===== config.mk =====
export PLATFORM = sky130hd
export DESIGN_NAME = prog_freq_divider_flat
export DESIGN_NICKNAME = d
export VERILOG_FILES = /design/src/rtl/prog_freq_divider_if.sv /design/src/rtl/prog_freq_divider.sv /design/src/flat_wrapper.sv
export SDC_FILE = /design/constraint.sdc
export NUM_CORES = 1
export LEC_CHECK = 0
export ABC_AREA = 1
export BUFFER_PORTS_ARGS = -buffer_cell sky130_fd_sc_hd__buf_2
export CORE_MARGIN = 3
export CORE_UTILIZATION = 52
export DETAILED_ROUTE_END_ITERATION = 8
export PLACE_DENSITY = 0.85
export SLEW_MARGIN = 25
export SYNTH_ARGS = -nofsm -noshare
export SYNTH_HDL_FRONTEND = slang
export SYNTH_SLANG_ARGS = --single-unit

===== constraint.sdc =====
create_clock -name clk_i -period 3.59 [get_ports clk_i]
set_input_delay 0.359 -clock clk_i [delete_from_list [all_inputs] [get_ports clk_i]]
set_output_delay 0.359 -clock clk_i [all_outputs]
set_load 0.1 [all_outputs]

===== src/rtl/prog_freq_divider_if.sv =====
`default_nettype none
// +--------------------------------------------------------------------------+
// | prog_freq_divider_if : control/status bundle for prog_freq_divider        |
// | Optional FREQDIV_SYNC_EN adds the phase-restart strobe.  Rev 1.0          |
// +--------------------------------------------------------------------------+
interface prog_freq_divider_if #(
   parameter int unsigned BITS = 8
);
   logic            enable;
   logic            load;
   logic [BITS-1:0] divisor;
`ifdef FREQDIV_SYNC_EN
   logic            sync;
`endif
   logic            pulse;
   logic            square;
   logic            pending;
   logic [BITS-1:0] count;

`ifdef FREQDIV_SYNC_EN
   modport master (output enable, load, divisor, sync,
                   input  pulse, square, pending, count);
   modport slave  (input  enable, load, divisor, sync,
                   output pulse, square, pending, count);
`else
   modport master (output enable, load, divisor,
                   input  pulse, square, pending, count);
   modport slave  (input  enable, load, divisor,
                   output pulse, square, pending, count);
`endif
endinterface
`default_nettype wire


===== src/rtl/prog_freq_divider.sv =====
`default_nettype none
// +--------------------------------------------------------------------------+
// | prog_freq_divider : runtime-programmable divider, tick + square output;   |
// | divisor changes only at period boundary. Macro: FREQDIV_SYNC_EN. Rev 1.0  |
// +--------------------------------------------------------------------------+
module prog_freq_divider #(
   parameter int unsigned BITS        = 8,
   parameter int unsigned DEFAULT_DIV = 10
) (
   input  wire logic              clk_i,
   input  wire logic              rst_ni,
   prog_freq_divider_if.slave     div_if
);

   localparam logic [BITS-1:0] C_ONE     = {{(BITS-1){1'b0}}, 1'b1};
   localparam logic [BITS-1:0] C_TWO     = BITS'(2);
   localparam logic [BITS-1:0] C_DEF_DIV = BITS'(DEFAULT_DIV);

   logic [BITS-1:0] count_q,   count_d;
   logic [BITS-1:0] dact_q,    dact_d;
   logic [BITS-1:0] shadow_q,  shadow_d;
   logic            pending_q, pending_d;
   logic            pulse_q,   pulse_d;
   logic            square_q,  square_d;

   logic [BITS-1:0] w_load_val;
   logic            w_wrap;
   logic            w_apply;
   logic            w_step;

   function automatic logic [BITS-1:0] half_up(input logic [BITS-1:0] d);
      return (d >> 1) + {{(BITS-1){1'b0}}, d[0]};
   endfunction

   assign w_load_val = (div_if.divisor < C_TWO) ? C_TWO : div_if.divisor;
   assign w_wrap     = (count_q == (dact_q - C_ONE));

   always_comb begin
      count_d   = count_q;
      dact_d    = dact_q;
      shadow_d  = shadow_q;
      pending_d = pending_q;
      pulse_d   = 1'b0;
      square_d  = square_q;
      w_apply   = 1'b0;
      w_step    = 1'b0;

`ifdef FREQDIV_SYNC_EN
      if (div_if.sync) begin
         count_d = '0;
         pulse_d = 1'b1;
         w_apply = pending_q;
         w_step  = 1'b1;
      end else
`endif
      if (div_if.enable) begin
         w_step = 1'b1;
         if (w_wrap) begin
            count_d = '0;
            pulse_d = 1'b1;
            w_apply = pending_q;
         end else begin
            count_d = count_q + C_ONE;
         end
      end else if (pending_q) begin
         // Frozen with a value waiting: take it now and restart the period.
         count_d = '0;
         w_apply = 1'b1;
         w_step  = 1'b1;
      end

      // Apply uses the shadow as it stood before this edge.
      if (w_apply) begin
         dact_d    = shadow_q;
         pending_d = 1'b0;
      end

      if (w_step) begin
         square_d = (count_d < half_up(dact_d));
      end

      if (div_if.load) begin
         shadow_d  = w_load_val;
         pending_d = 1'b1;
      end
   end

   always_ff @(posedge clk_i or negedge rst_ni) begin
      if (!rst_ni) begin
         count_q   <= '0;
         dact_q    <= C_DEF_DIV;
         shadow_q  <= C_DEF_DIV;
         pending_q <= 1'b0;
         pulse_q   <= 1'b0;
         square_q  <= 1'b0;
      end else begin
         count_q   <= count_d;
         dact_q    <= dact_d;
         shadow_q  <= shadow_d;
         pending_q <= pending_d;
         pulse_q   <= pulse_d;
         square_q  <= square_d;
      end
   end

   assign div_if.pulse   = pulse_q;
   assign div_if.square  = square_q;
   assign div_if.pending = pending_q;
   assign div_if.count   = count_q;

endmodule
`default_nettype wire


===== src/flat_wrapper.sv =====
// flat-port wrapper written by rule: the top's interface ports become plain ports
module prog_freq_divider_flat 
#(
   parameter int unsigned BITS        = 8,
   parameter int unsigned DEFAULT_DIV = 10
)
  (clk_i, rst_ni, div_if_enable, div_if_load, div_if_divisor, div_if_pulse, div_if_square, div_if_pending, div_if_count);
  prog_freq_divider_if #(.BITS(BITS)) div_if_i ();
  input  wire logic clk_i;
  input  wire logic rst_ni;
  input wire logic [$bits(div_if_i.enable)-1:0] div_if_enable;
  input wire logic [$bits(div_if_i.load)-1:0] div_if_load;
  input wire logic [$bits(div_if_i.divisor)-1:0] div_if_divisor;
  output wire logic [$bits(div_if_i.pulse)-1:0] div_if_pulse;
  output wire logic [$bits(div_if_i.square)-1:0] div_if_square;
  output wire logic [$bits(div_if_i.pending)-1:0] div_if_pending;
  output wire logic [$bits(div_if_i.count)-1:0] div_if_count;
  assign div_if_i.enable = div_if_enable;
  assign div_if_i.load = div_if_load;
  assign div_if_i.divisor = div_if_divisor;
  assign div_if_pulse = div_if_i.pulse;
  assign div_if_square = div_if_i.square;
  assign div_if_pending = div_if_i.pending;
  assign div_if_count = div_if_i.count;
  prog_freq_divider #(.BITS(BITS), .DEFAULT_DIV(DEFAULT_DIV)) u_core (.clk_i(clk_i), .rst_ni(rst_ni), .div_if(div_if_i));
endmodule

[Word level (Yosys, flattened, before mapping)]
Index checks and enable logic that the tools add are counted.
Cells by class
  $mul: 0
  shift-type cells: 0
  reductions and logical operators: 1
  add/subtract/negate cells: 3
  equality and inequality tests: 1
  mux-type cells: 13
  $lt $le $gt $ge: 2
  divide/modulo/power cells: 0
  bitwise logic cells: 0
Operators with widths (number)
  $mux W8: 5
  $add A7 B1 Y8: 1
  $add A8 B1 Y8 const B: 1
  $eq A8 B8 Y1: 1
  $lt A8 B2 Y1 const B: 1
  $lt A8 B8 Y1: 1
  $mux W1: 8
  $sub A8 B1 Y8 const B: 1
  $reduce_bool A2 Y1: 1
Word-level totals
  bits in latches: 0
  flip-flop bits (word level): 27
  memory bits (writable): 0
  bits in read-only memories: 0
  memories kept: 0

[Logic depth before layout (Yosys ltp)]
Gate-level depths: netlist of run 1.
  word-level depth: 7
  gate-level depth with buffers: 27

[Worst setup path before layout of run 1]
Ideal clock, no wire load.
  kind: reg-to-reg
  start: register u_core.count_q[4] (netlist: u_core.div_if.count[4])
  end: register u_core.square_q (netlist: u_core.div_if.square)
  data arrival time: 3527 ps
  cell stages (with the launch flop): 24
  slack: -5 ps
  setup time: 68 ps
  data required time: 3522 ps
  cells stage by stage: dfrtp_1 -> nand2_1 -> nand2_1 -> nor2_1 -> nor2_1 -> nand3_1 -> nor2_2 -> nand2_2 -> nand2_4 -> nand2_4 -> buf_6 -> o21ai_0 -> ha_1 -> inv_1 -> nor2_2 -> nand3_1 -> nand2_1 -> nand2_1 -> ha_1 -> nand2_1 -> nor2_1 -> a2111oi_0 -> nand2_1 -> nand2_1
Between the ends
  longest elaborated chain between the ends: 6
  elaborated cells on any way between the ends: 10
  those cells by class: 2 x add/sub; 1 x order compare; 1 x eq/ne; 6 x mux
Ends and longest elaborated chain
  start, declared: RTL line prog_freq_divider.sv:19  | logic [BITS-1:0] count_q, count_d;
  start signal, assigned: RTL line prog_freq_divider.sv:97  | count_q <= count_d;
  $eq A8 B8 Y1: RTL line prog_freq_divider.sv:36  | assign w_wrap = (count_q == (dact_q - C_ONE));
  $mux W1: RTL line prog_freq_divider.sv:58  | if (w_wrap) begin
  $mux W1: RTL line prog_freq_divider.sv:56  | if (div_if.enable) begin
  $mux W8: RTL line prog_freq_divider.sv:73  | if (w_apply) begin
  via u_core.dact_d[1]: RTL line prog_freq_divider.sv:20  | logic [BITS-1:0] dact_q, dact_d;
  $add A7 B1 Y8: RTL line prog_freq_divider.sv:32  | return (d >> 1) + {{(BITS-1){1'b0}}, d[0]};
  $lt A8 B8 Y1: RTL line prog_freq_divider.sv:79  | square_d = (count_d < half_up(dact_d));
  end signal, assigned: RTL line prog_freq_divider.sv:102  | square_q <= square_d;
  end, declared: RTL line prog_freq_divider.sv:24  | logic square_q, square_d;
The timed path passes the listed nets, and every way through them passes these cells.
A chain may end at the register's enable or synchronous reset.

[Final worst setup path of run 1]
  start: register u_core.dact_q[1]
  end: register u_core.square_q (netlist: u_core.div_if.square)
Between the ends
  longest elaborated chain between the ends: 7
  elaborated cells on any way between the ends: 9
  those cells by class: 2 x add/sub; 1 x order compare; 1 x eq/ne; 5 x mux
Ends and longest elaborated chain
  start, declared: RTL line prog_freq_divider.sv:20
  start signal, assigned: RTL line prog_freq_divider.sv:98  | dact_q <= dact_d;
  $sub A8 B1 Y8: RTL line prog_freq_divider.sv:36
  $eq A8 B8 Y1: RTL line prog_freq_divider.sv:36
  $mux W1: RTL line prog_freq_divider.sv:58
  $mux W1: RTL line prog_freq_divider.sv:56
  $mux W8: RTL line prog_freq_divider.sv:73
  via u_core.dact_d[0]: RTL line prog_freq_divider.sv:20
  $add A7 B1 Y8: RTL line prog_freq_divider.sv:32
  $lt A8 B8 Y1: RTL line prog_freq_divider.sv:79
The timed path passes the listed nets, and every way through them passes these cells.

==> results of run 1 <==
-- worst min path at each step --
stage | startpoint | endpoint | cells after the start
after CTS | rst_ni | u_core.shadow_q[6] | 1
after detailed placement | rst_ni | u_core.shadow_q[6] | 1
after global routing | rst_ni | u_core.shadow_q[6] | 1
final | rst_ni | u_core.shadow_q[6] | 1
after global placement | rst_ni | u_core.shadow_q[6] | 1
after floorplan | rst_ni | u_core.dact_q[0] | 0
-- timing repair --
item                                    in CTS  in global routing
pin swaps                                    0                  1
resized for setup                            1                 12
endpoints found under the setup margin       1                  1
setup buffers                                0                  3
-- synth_stat cells, drive strengths merged --
library cell / number / share of area, %
a2111oi: 1 / 0.49
a21oi: 2 / 0.56
buf: 1 / 0.63
clkbuf: 1 / 0.21
dfrtp: 23 / 32
dfstp: 4 / 5.9
ha: 11 / 7.7
inv: 36 / 7.5
nand2: 68 / 16
nand3: 15 / 4.5
nand4: 3 / 1.0
nor2: 24 / 6.0
nor3: 3 / 0.84
nor4: 1 / 0.35
o21a: 1 / 0.42
o21ai: 15 / 5.7
o22ai: 7 / 2.4
xnor2: 4 / 2.0
xor2: 12 / 5.9
-- registers in the layout, indices dropped and copies added (netlist names) --
register,cells
u_core.div_if.count,8
u_core.div_if.pulse,1
u_core.shadow_q,8
u_core.dact_q,8
u_core.div_if.square,1
u_core.div_if.pending,1
-- area by class of cell --
class,instances,area [um2],share of cell area (%)
inverter,36,135.1,6.606
sequential,27,681.9,33.33
timing repair buffer,27,160.2,7.829
clock buffer,4,26.28,1.284
multi-input combinational,167,987.2,48.26
tap,44,55.05,2.691
-- layer usage --
metal | track usage (%) | vias up | wire length (um)
li1 | - | 795 | -
met1 | 25.11 | 696 | 1745
met2 | 32.69 | 31 | 1805
met3 | 2.600 | 5 | 152
met4 | 6.332 | 0 | 51
met5 | 0 | - | 0
-- stage by stage --
step	area (um2)	worst slack [ns]	hold slack (ns)	setup TNS, ns	total power, uW
floorplan	1794	0.01315	0.06341	0	611.6
global placement	1959	0.08882	0.3972	0	676.8
detailed placement	1959	0.02461	0.4021	0	683.9
CTS	1986	0.006641	0.02440	0	817.9
global route	2046	-0.01515	0.03902	-0.01515	885.1
finish	2046	0.3082	-0.0003907	0	828.2
-- cell families (layout without fill, tap and decap cells) --
| logic type | Yosys count | in the layout | share of synthesized area (%) |
|---|---|---|---|
| fa+ha+maj | 11 | 11 | 7.676 |
| buf+inv | 38 | 67 | 8.374 |
| xor+xnor | 16 | 16 | 7.816 |
| simple gates | 114 | 114 | 28.61 |
| compound gates | 26 | 26 | 9.560 |
| flops | 27 | 27 | 37.96 |
-- power groups by stage --
stage	clock [uW]	combinational [uW]	sequential, uW
floorplan	0	183	428
global placement	0	298	379
detailed placement	0	303	380
CTS	138	305	375
global route	153	352	380
finish	136	317	375
-- cells in the final DEF (no fill, tap or decap) --
| cell | netlist | layout |
|---|---|---|
| sky130_fd_sc_hd__nand2_1 | 62 | 62 |
| sky130_fd_sc_hd__inv_1 | 33 | 32 |
| sky130_fd_sc_hd__buf_2 | 0 | 22 |
| sky130_fd_sc_hd__dfrtp_1 | 23 | 22 |
| sky130_fd_sc_hd__nor2_1 | 19 | 19 |
| sky130_fd_sc_hd__nand3_1 | 14 | 14 |
| sky130_fd_sc_hd__xor2_1 | 12 | 12 |
| sky130_fd_sc_hd__ha_1 | 11 | 10 |
| sky130_fd_sc_hd__o22ai_1 | 7 | 7 |
| sky130_fd_sc_hd__o21ai_0 | 9 | 7 |
| sky130_fd_sc_hd__o21ai_2 | 4 | 6 |
| sky130_fd_sc_hd__inv_2 | 3 | 4 |
| sky130_fd_sc_hd__xnor2_1 | 4 | 4 |
| sky130_fd_sc_hd__buf_4 | 0 | 4 |
| sky130_fd_sc_hd__dfstp_2 | 4 | 4 |
| sky130_fd_sc_hd__nor3_1 | 3 | 3 |
| sky130_fd_sc_hd__nor2_2 | 4 | 3 |
| sky130_fd_sc_hd__nand2_2 | 3 | 3 |
| sky130_fd_sc_hd__nand2_4 | 3 | 3 |
| sky130_fd_sc_hd__nand4_1 | 3 | 3 |
| sky130_fd_sc_hd__clkbuf_4 | 0 | 3 |
| sky130_fd_sc_hd__nor2_4 | 1 | 2 |
| sky130_fd_sc_hd__o21ai_1 | 1 | 1 |
| sky130_fd_sc_hd__o21ai_4 | 1 | 1 |
| sky130_fd_sc_hd__o21a_1 | 1 | 1 |
| sky130_fd_sc_hd__nand3_2 | 1 | 1 |
| sky130_fd_sc_hd__a21oi_1 | 2 | 1 |
| sky130_fd_sc_hd__a21oi_2 | 0 | 1 |
| sky130_fd_sc_hd__a2111oi_2 | 0 | 1 |
| sky130_fd_sc_hd__nor4_1 | 1 | 1 |
| sky130_fd_sc_hd__ha_2 | 0 | 1 |
| sky130_fd_sc_hd__clkbuf_1 | 1 | 1 |
| sky130_fd_sc_hd__buf_12 | 0 | 1 |
| sky130_fd_sc_hd__dfrtp_2 | 0 | 1 |
-- worst max-delay path, stage by stage, from the launching register on --
cell and delay, ns:
sky130_fd_sc_hd__dfstp_2 0.59, sky130_fd_sc_hd__inv_1 0.05, sky130_fd_sc_hd__ha_1 0.29, sky130_fd_sc_hd__nand2_1 0.06, sky130_fd_sc_hd__inv_1 0.03, sky130_fd_sc_hd__nor2_1 0.07
sky130_fd_sc_hd__nand2_1 0.05, sky130_fd_sc_hd__nor2_1 0.10, sky130_fd_sc_hd__nand3_1 0.08, sky130_fd_sc_hd__nor2_2 0.10, sky130_fd_sc_hd__nand2_2 0.10, sky130_fd_sc_hd__nand2_4 0.09
sky130_fd_sc_hd__nand2_4 0.08, sky130_fd_sc_hd__buf_12 0.16, sky130_fd_sc_hd__nand2_1 0.07, sky130_fd_sc_hd__o21ai_2 0.08, sky130_fd_sc_hd__ha_2 0.21, sky130_fd_sc_hd__buf_4 0.14
sky130_fd_sc_hd__nand2_1 0.07, sky130_fd_sc_hd__xor2_1 0.17, sky130_fd_sc_hd__ha_1 0.27, sky130_fd_sc_hd__nand2_1 0.07, sky130_fd_sc_hd__inv_1 0.04, sky130_fd_sc_hd__nand2_1 0.05
sky130_fd_sc_hd__nand2_1 0.05, sky130_fd_sc_hd__nand2_1 0.06, sky130_fd_sc_hd__nand2_1 0.04, sky130_fd_sc_hd__nand2_1 0.05
==> flow_summary.json, run 1 <==
{
  "timing.hold.worst.class": "in2async",
  "worst_ep_required_time_ns": 3.88,
  "crit_start": "u_core.dact_q[1]",
  "cts-htree-levels": 1,
  "num_io_pins": 23,
  "flop_to_flop_setup_slack_ns": 0.31,
  "dp_hpwl_um": 2997,
  "drt_iter0_markers": 57,
  "fp.dieH_um": 64.72,
  "avgRoutedWirePerCell_um": 12.31,
  "p_int_uw": 484.4,
  "syn_inst": 232,
  "hold_buffers": 0,
  "power.share.clock_pct": 16.5,
  "yosysUniqueCellTypes": 28,
  "fin_nets": 285,
  "drtPass1Iterations": 4,
  "layoutNonFillerInstCount": 305,
  "finalHoldViolCount": 1,
  "critical_path_class": "reg2reg",
  "grt_util_all_layers_pct": 19.24,
  "synth-seq-cells": 27,
  "seq_power_share_pct": 45.3,
  "numCtsBuffers": 3,
  "drt-vias-per-instance": 5.007,
  "antenna_found_initial": 0,
  "die-area_um2": 4189,
  "worst_r2r_startpoint": "u_core.dact_q[1]",
  "globalRoute.totalOverflow": 0,
  "cts_root_buffer": "sky130_fd_sc_hd__clkbuf_4",
  "num_antenna_cells": 0,
  "placed_cells_incl_taps": 298,
  "grt_pass1_wl_um": 6334,
  "area_delta_synth_final_pct": 14.10,
  "first_global_vias": 1439,
  "critical_path.startpoint_type": "flip-flop",
  "buffer_ports.inserted": 22,
  "cts.reportedPaths.clkPinSlew_ns": 0.15,
  "worst_slew_pin_slew_ns": 0.5910,
  "crit-reg2reg-capture": "u_core.div_if.square",
  "p_leak_uw": 0.001057,
  "detailroute.via_count": 1527,
  "post_route_cells_drive_above_1_share_pct": 23.37,
  "finalWirelength_um": 3755,
  "max_buffers_root_to_sink": 2,
  "synth_seq_area_share_pct": 37.96,
  "layout.filler_cells": 286,
  "vdd.ir_drop.worst_v": 0.0002171,
  "post_synth.cell_area_avg_um2": 7.728,
  "final-max-slew-violation-count": 0,
  "endpoint_kind": "flip-flop",
  "fp-row-count": 20,
  "fin_skew_ns": 0.009869,
  "die_width_um": 64.72,
  "placeableCoreArea_um2": 3178,
  "pwr_density_cell_nw_per_um2": 404.8,
  "final_period_minus_worst_setup_slack_ns": 3.282,
  "ff_to_ff_path_depth": 27,
  "switching_power_uw": 343.7,
  "pin_count_of_the_biggest_net_entering_global_routing": 28,
  "finalHoldWorstSlack_ns": -0.0003907,
  "crit_end": "u_core.div_if.square",
  "initial_core_util_pct": 56.42,
  "gp_congestion": 0.8352,
  "synth_area_um2": 1793,
  "comb_power_share_pct": 38.2,
  "violations": "negative hold slack",
  "crit_fanout": 12,
  "drc_errors": 0,
  "postRouteAntennaNets": 0,
  "period_share_pct": 91.42,
  "max_cap_violations": 0,
  "clk-insertion-delay-late_ns": 0.33,
  "setup_viol_count_final": 0,
  "cts_tree": "built",
  "run_status": "finished, violations left",
  "numClockSinks": 27,
  "switching_share_pct": 41.51,
  "timing.max_slew.rel_slack_pct": 60.60,
  "synth.yosys.warnings": 0,
  "timing.critical_path.arrival_ns": 3.57,
  "timing.fmax_mhz": 304.7,
  "synth_fp_nets": 255,
  "post-route-util_pct": 64.37
}
No activity file was read; power rests on OpenSTA's default activity.
==> run 2: changes to the inputs <==
--- a/config.mk
+++ b/config.mk
@@ -7,10 +7,12 @@
 export LEC_CHECK = 0
 export ABC_AREA = 1
 export BUFFER_PORTS_ARGS = -buffer_cell sky130_fd_sc_hd__buf_2
+export CELL_PAD_IN_SITES_DETAIL_PLACEMENT = 1
+export CELL_PAD_IN_SITES_GLOBAL_PLACEMENT = 2
 export CORE_MARGIN = 3
-export CORE_UTILIZATION = 52
+export CORE_UTILIZATION = 30
 export DETAILED_ROUTE_END_ITERATION = 8
-export PLACE_DENSITY = 0.85
+export PLACE_DENSITY = 0.84
 export SLEW_MARGIN = 25
 export SYNTH_ARGS = -nofsm -noshare
 export SYNTH_HDL_FRONTEND = slang
==> run 2 against run 1 <==
Net effect: the flow now finishes without violations; clock skew is 0.0026 ns lower; utilization decreased by 26 points; sequential cell count unchanged; highest routed layer unchanged; first-iteration DRC count fell by 1.8%; non-clock buffer count grew 1; critical path type unchanged.
==> flow_summary.json, run 2 (synthesized netlist as in run 1, its figures left out) <==
{
  "gr-max-usage-layer": "met2",
  "numCtsBuffers": 3,
  "cts_tree": "built",
  "initial_core_util_pct": 31.78,
  "final_period_minus_worst_setup_slack_ns": 3.296,
  "grt_pass1_wl_um": 8004,
  "grt_util_all_layers_pct": 13.88,
  "dp_hpwl_um": 3720,
  "die_width_um": 83.31,
  "critical_path.startpoint_type": "flip-flop",
  "placeableCoreArea_um2": 5642,
  "area_delta_synth_final_pct": 19.33,
  "worst_r2r_startpoint": "u_core.dact_q[1]",
  "grt_util_met3_pct": 0.9921,
  "critical_path_class": "reg2reg",
  "fin_nets": 286,
  "post-route-worst-setup-slack_ns": 0.2945,
  "avgRoutedWirePerCell_um": 13.62,
  "period_share_pct": 91.80,
  "drt_iter0_markers": 56,
  "finalHoldViolCount": 0,
  "post_route_cells_drive_above_1_share_pct": 24.81,
  "die-area_um2": 6941,
  "postRouteAntennaNets": 0,
  "flop_to_flop_setup_slack_ns": 0.29,
  "global_route_met2_utilization_pct": 24.20,
  "crit_start": "u_core.dact_q[1]",
  "cts_root_buffer": "sky130_fd_sc_hd__clkbuf_8",
  "numClockSinks": 27,
  "final_cell_mix": "sky130_fd_sc_hd__nand2_1, sky130_fd_sc_hd__inv_1, sky130_fd_sc_hd__buf_2, sky130_fd_sc_hd__dfrtp_1, sky130_fd_sc_hd__nor2_1",
  "tns_ns": 0,
  "cts.reportedPaths.clkPinSlew_ns": 0.10,
  "setup_viol_count_final": 0,
  "drt-vias-per-instance": 4.665,
  "max_cap_violations": 0,
  "timing.hold.worst.class": "in2async",
  "first_global_vias": 1671,
  "fp-row-count": 27,
  "clk-insertion-delay-late_ns": 0.28,
  "num_antenna_cells": 0,
  "worst_slew_pin_slew_ns": 0.6083,
  "vdd.ir_drop.worst_v": 0.0001424,
  "globalRoute.totalOverflow": 0,
  "fin_skew_ns": 0.007301,
  "timing.max_slew.rel_slack_pct": 59.45,
  "pin_count_of_the_biggest_net_entering_global_routing": 28,
  "drc_errors": 0,
  "timing.critical_path.arrival_ns": 3.52,
  "grt_met1_usage_pct": 18.51,
  "num_io_pins": 23,
  "run_status": "complete, no violations",
  "post-route-util_pct": 37.92,
  "finalWirelength_um": 4550,
  "finalHoldWorstSlack_ns": 0.07759,
  "rsz0062_at_grt": "no",
  "antenna_found_initial": 0,
  "gp_congestion": 0.7485,
  "endpoint_kind": "flip-flop",
  "crit_fanout": 13,
  "drtPass1Iterations": 4,
  "dpl_worst_slack_ns": 0.03846,
  "buffer_ports.inserted": 22,
  "timing.fmax_mhz": 303.4,
  "finalPower_uw": 886.3,
  "layout_commonest_cell": "sky130_fd_sc_hd__nand2_1",
  "max_buffers_root_to_sink": 2,
  "final-max-slew-violation-count": 0,
  "detailroute.via_count": 1558,
  "fp.dieH_um": 83.31,
  "worst_ep_required_time_ns": 3.81,
  "pwr_density_cell_nw_per_um2": 414.2,
  "cts-htree-levels": 1,
  "p_leak_uw": 0.001074
}
run 2: layout make-up:
| cell class | instances | area, um2 |
|---|---|---|
| multi-input cells | 167 | 1023 |
| fillers | 700 | 3502 |
| inverters | 36 | 135.1 |
| repair buffers | 28 | 162.7 |
| clock inverters | 1 | 5.005 |
| clock buffers | 3 | 41.29 |
| flip-flops and latches | 27 | 681.9 |
| well taps | 72 | 90.09 |
run 2: worst paths after layout:
kind | cells past startpoint | end
min in group clk_i | 3 | u_core.shadow_q[3]
worst min register to register | 2 | u_core.shadow_q[3]
worst max register to register | 27 | u_core.div_if.square
worst max-delay path | 27 | u_core.div_if.square
max in group asynchronous | 1 | u_core.div_if.count[4]
worst min-delay path | 1 | u_core.dact_q[6]
run 2: repair_timing:
item,in CTS,in global routing
gates resized for setup,0,16
hold buffers,0,0
endpoints found under the setup margin,0,1
buffers inserted,0,0
run 2: report_power, final:
group	leakage [uW]	total [uW]	internal, uW	switching, uW
sequential	0.000325	373	338	34.8
clock	0.0000255	176	77.9	98.3
combinational	0.000723	337	110	227
total	0.00107	886	526	360
run 2: critical path, stage by stage, from the launching register on:
cell and delay (ns):
sky130_fd_sc_hd__dfstp_2 0.54, sky130_fd_sc_hd__inv_1 0.06, sky130_fd_sc_hd__ha_4 0.27, sky130_fd_sc_hd__nand2_1 0.04, sky130_fd_sc_hd__inv_1 0.06, sky130_fd_sc_hd__nor2_2 0.04, sky130_fd_sc_hd__nand2_1 0.05, sky130_fd_sc_hd__nor2_1 0.04
sky130_fd_sc_hd__nand3_1 0.08, sky130_fd_sc_hd__nor2_2 0.04, sky130_fd_sc_hd__nand2_2 0.08, sky130_fd_sc_hd__nand2_4 0.06, sky130_fd_sc_hd__nand2_4 0.09, sky130_fd_sc_hd__buf_8 0.17, sky130_fd_sc_hd__nand2_1 0.08, sky130_fd_sc_hd__o21ai_2 0.08
sky130_fd_sc_hd__ha_1 0.19, sky130_fd_sc_hd__inv_2 0.05, sky130_fd_sc_hd__nor2_4 0.13, sky130_fd_sc_hd__nand3_1 0.09, sky130_fd_sc_hd__nand2_1 0.07, sky130_fd_sc_hd__nand2_1 0.06, sky130_fd_sc_hd__ha_1 0.26, sky130_fd_sc_hd__nand2_1 0.09
sky130_fd_sc_hd__nor2_1 0.06, sky130_fd_sc_hd__a2111oi_2 0.33, sky130_fd_sc_hd__nand2_1 0.09, sky130_fd_sc_hd__nand2_1 0.06
run 2: metrics by stage:
stage,cells,area (um2)
after floorplan,232,1794
after global placement,330,2024
after detailed placement,330,2024
after CTS,334,2071
after global routing,334,2140
final,334,2140
run 2: routing by layer:
layer,wire length [um],up-vias
li1,-,793
met1,2123,736
met2,2265,25
met3,119,4
met4,42,0
met5,0,-
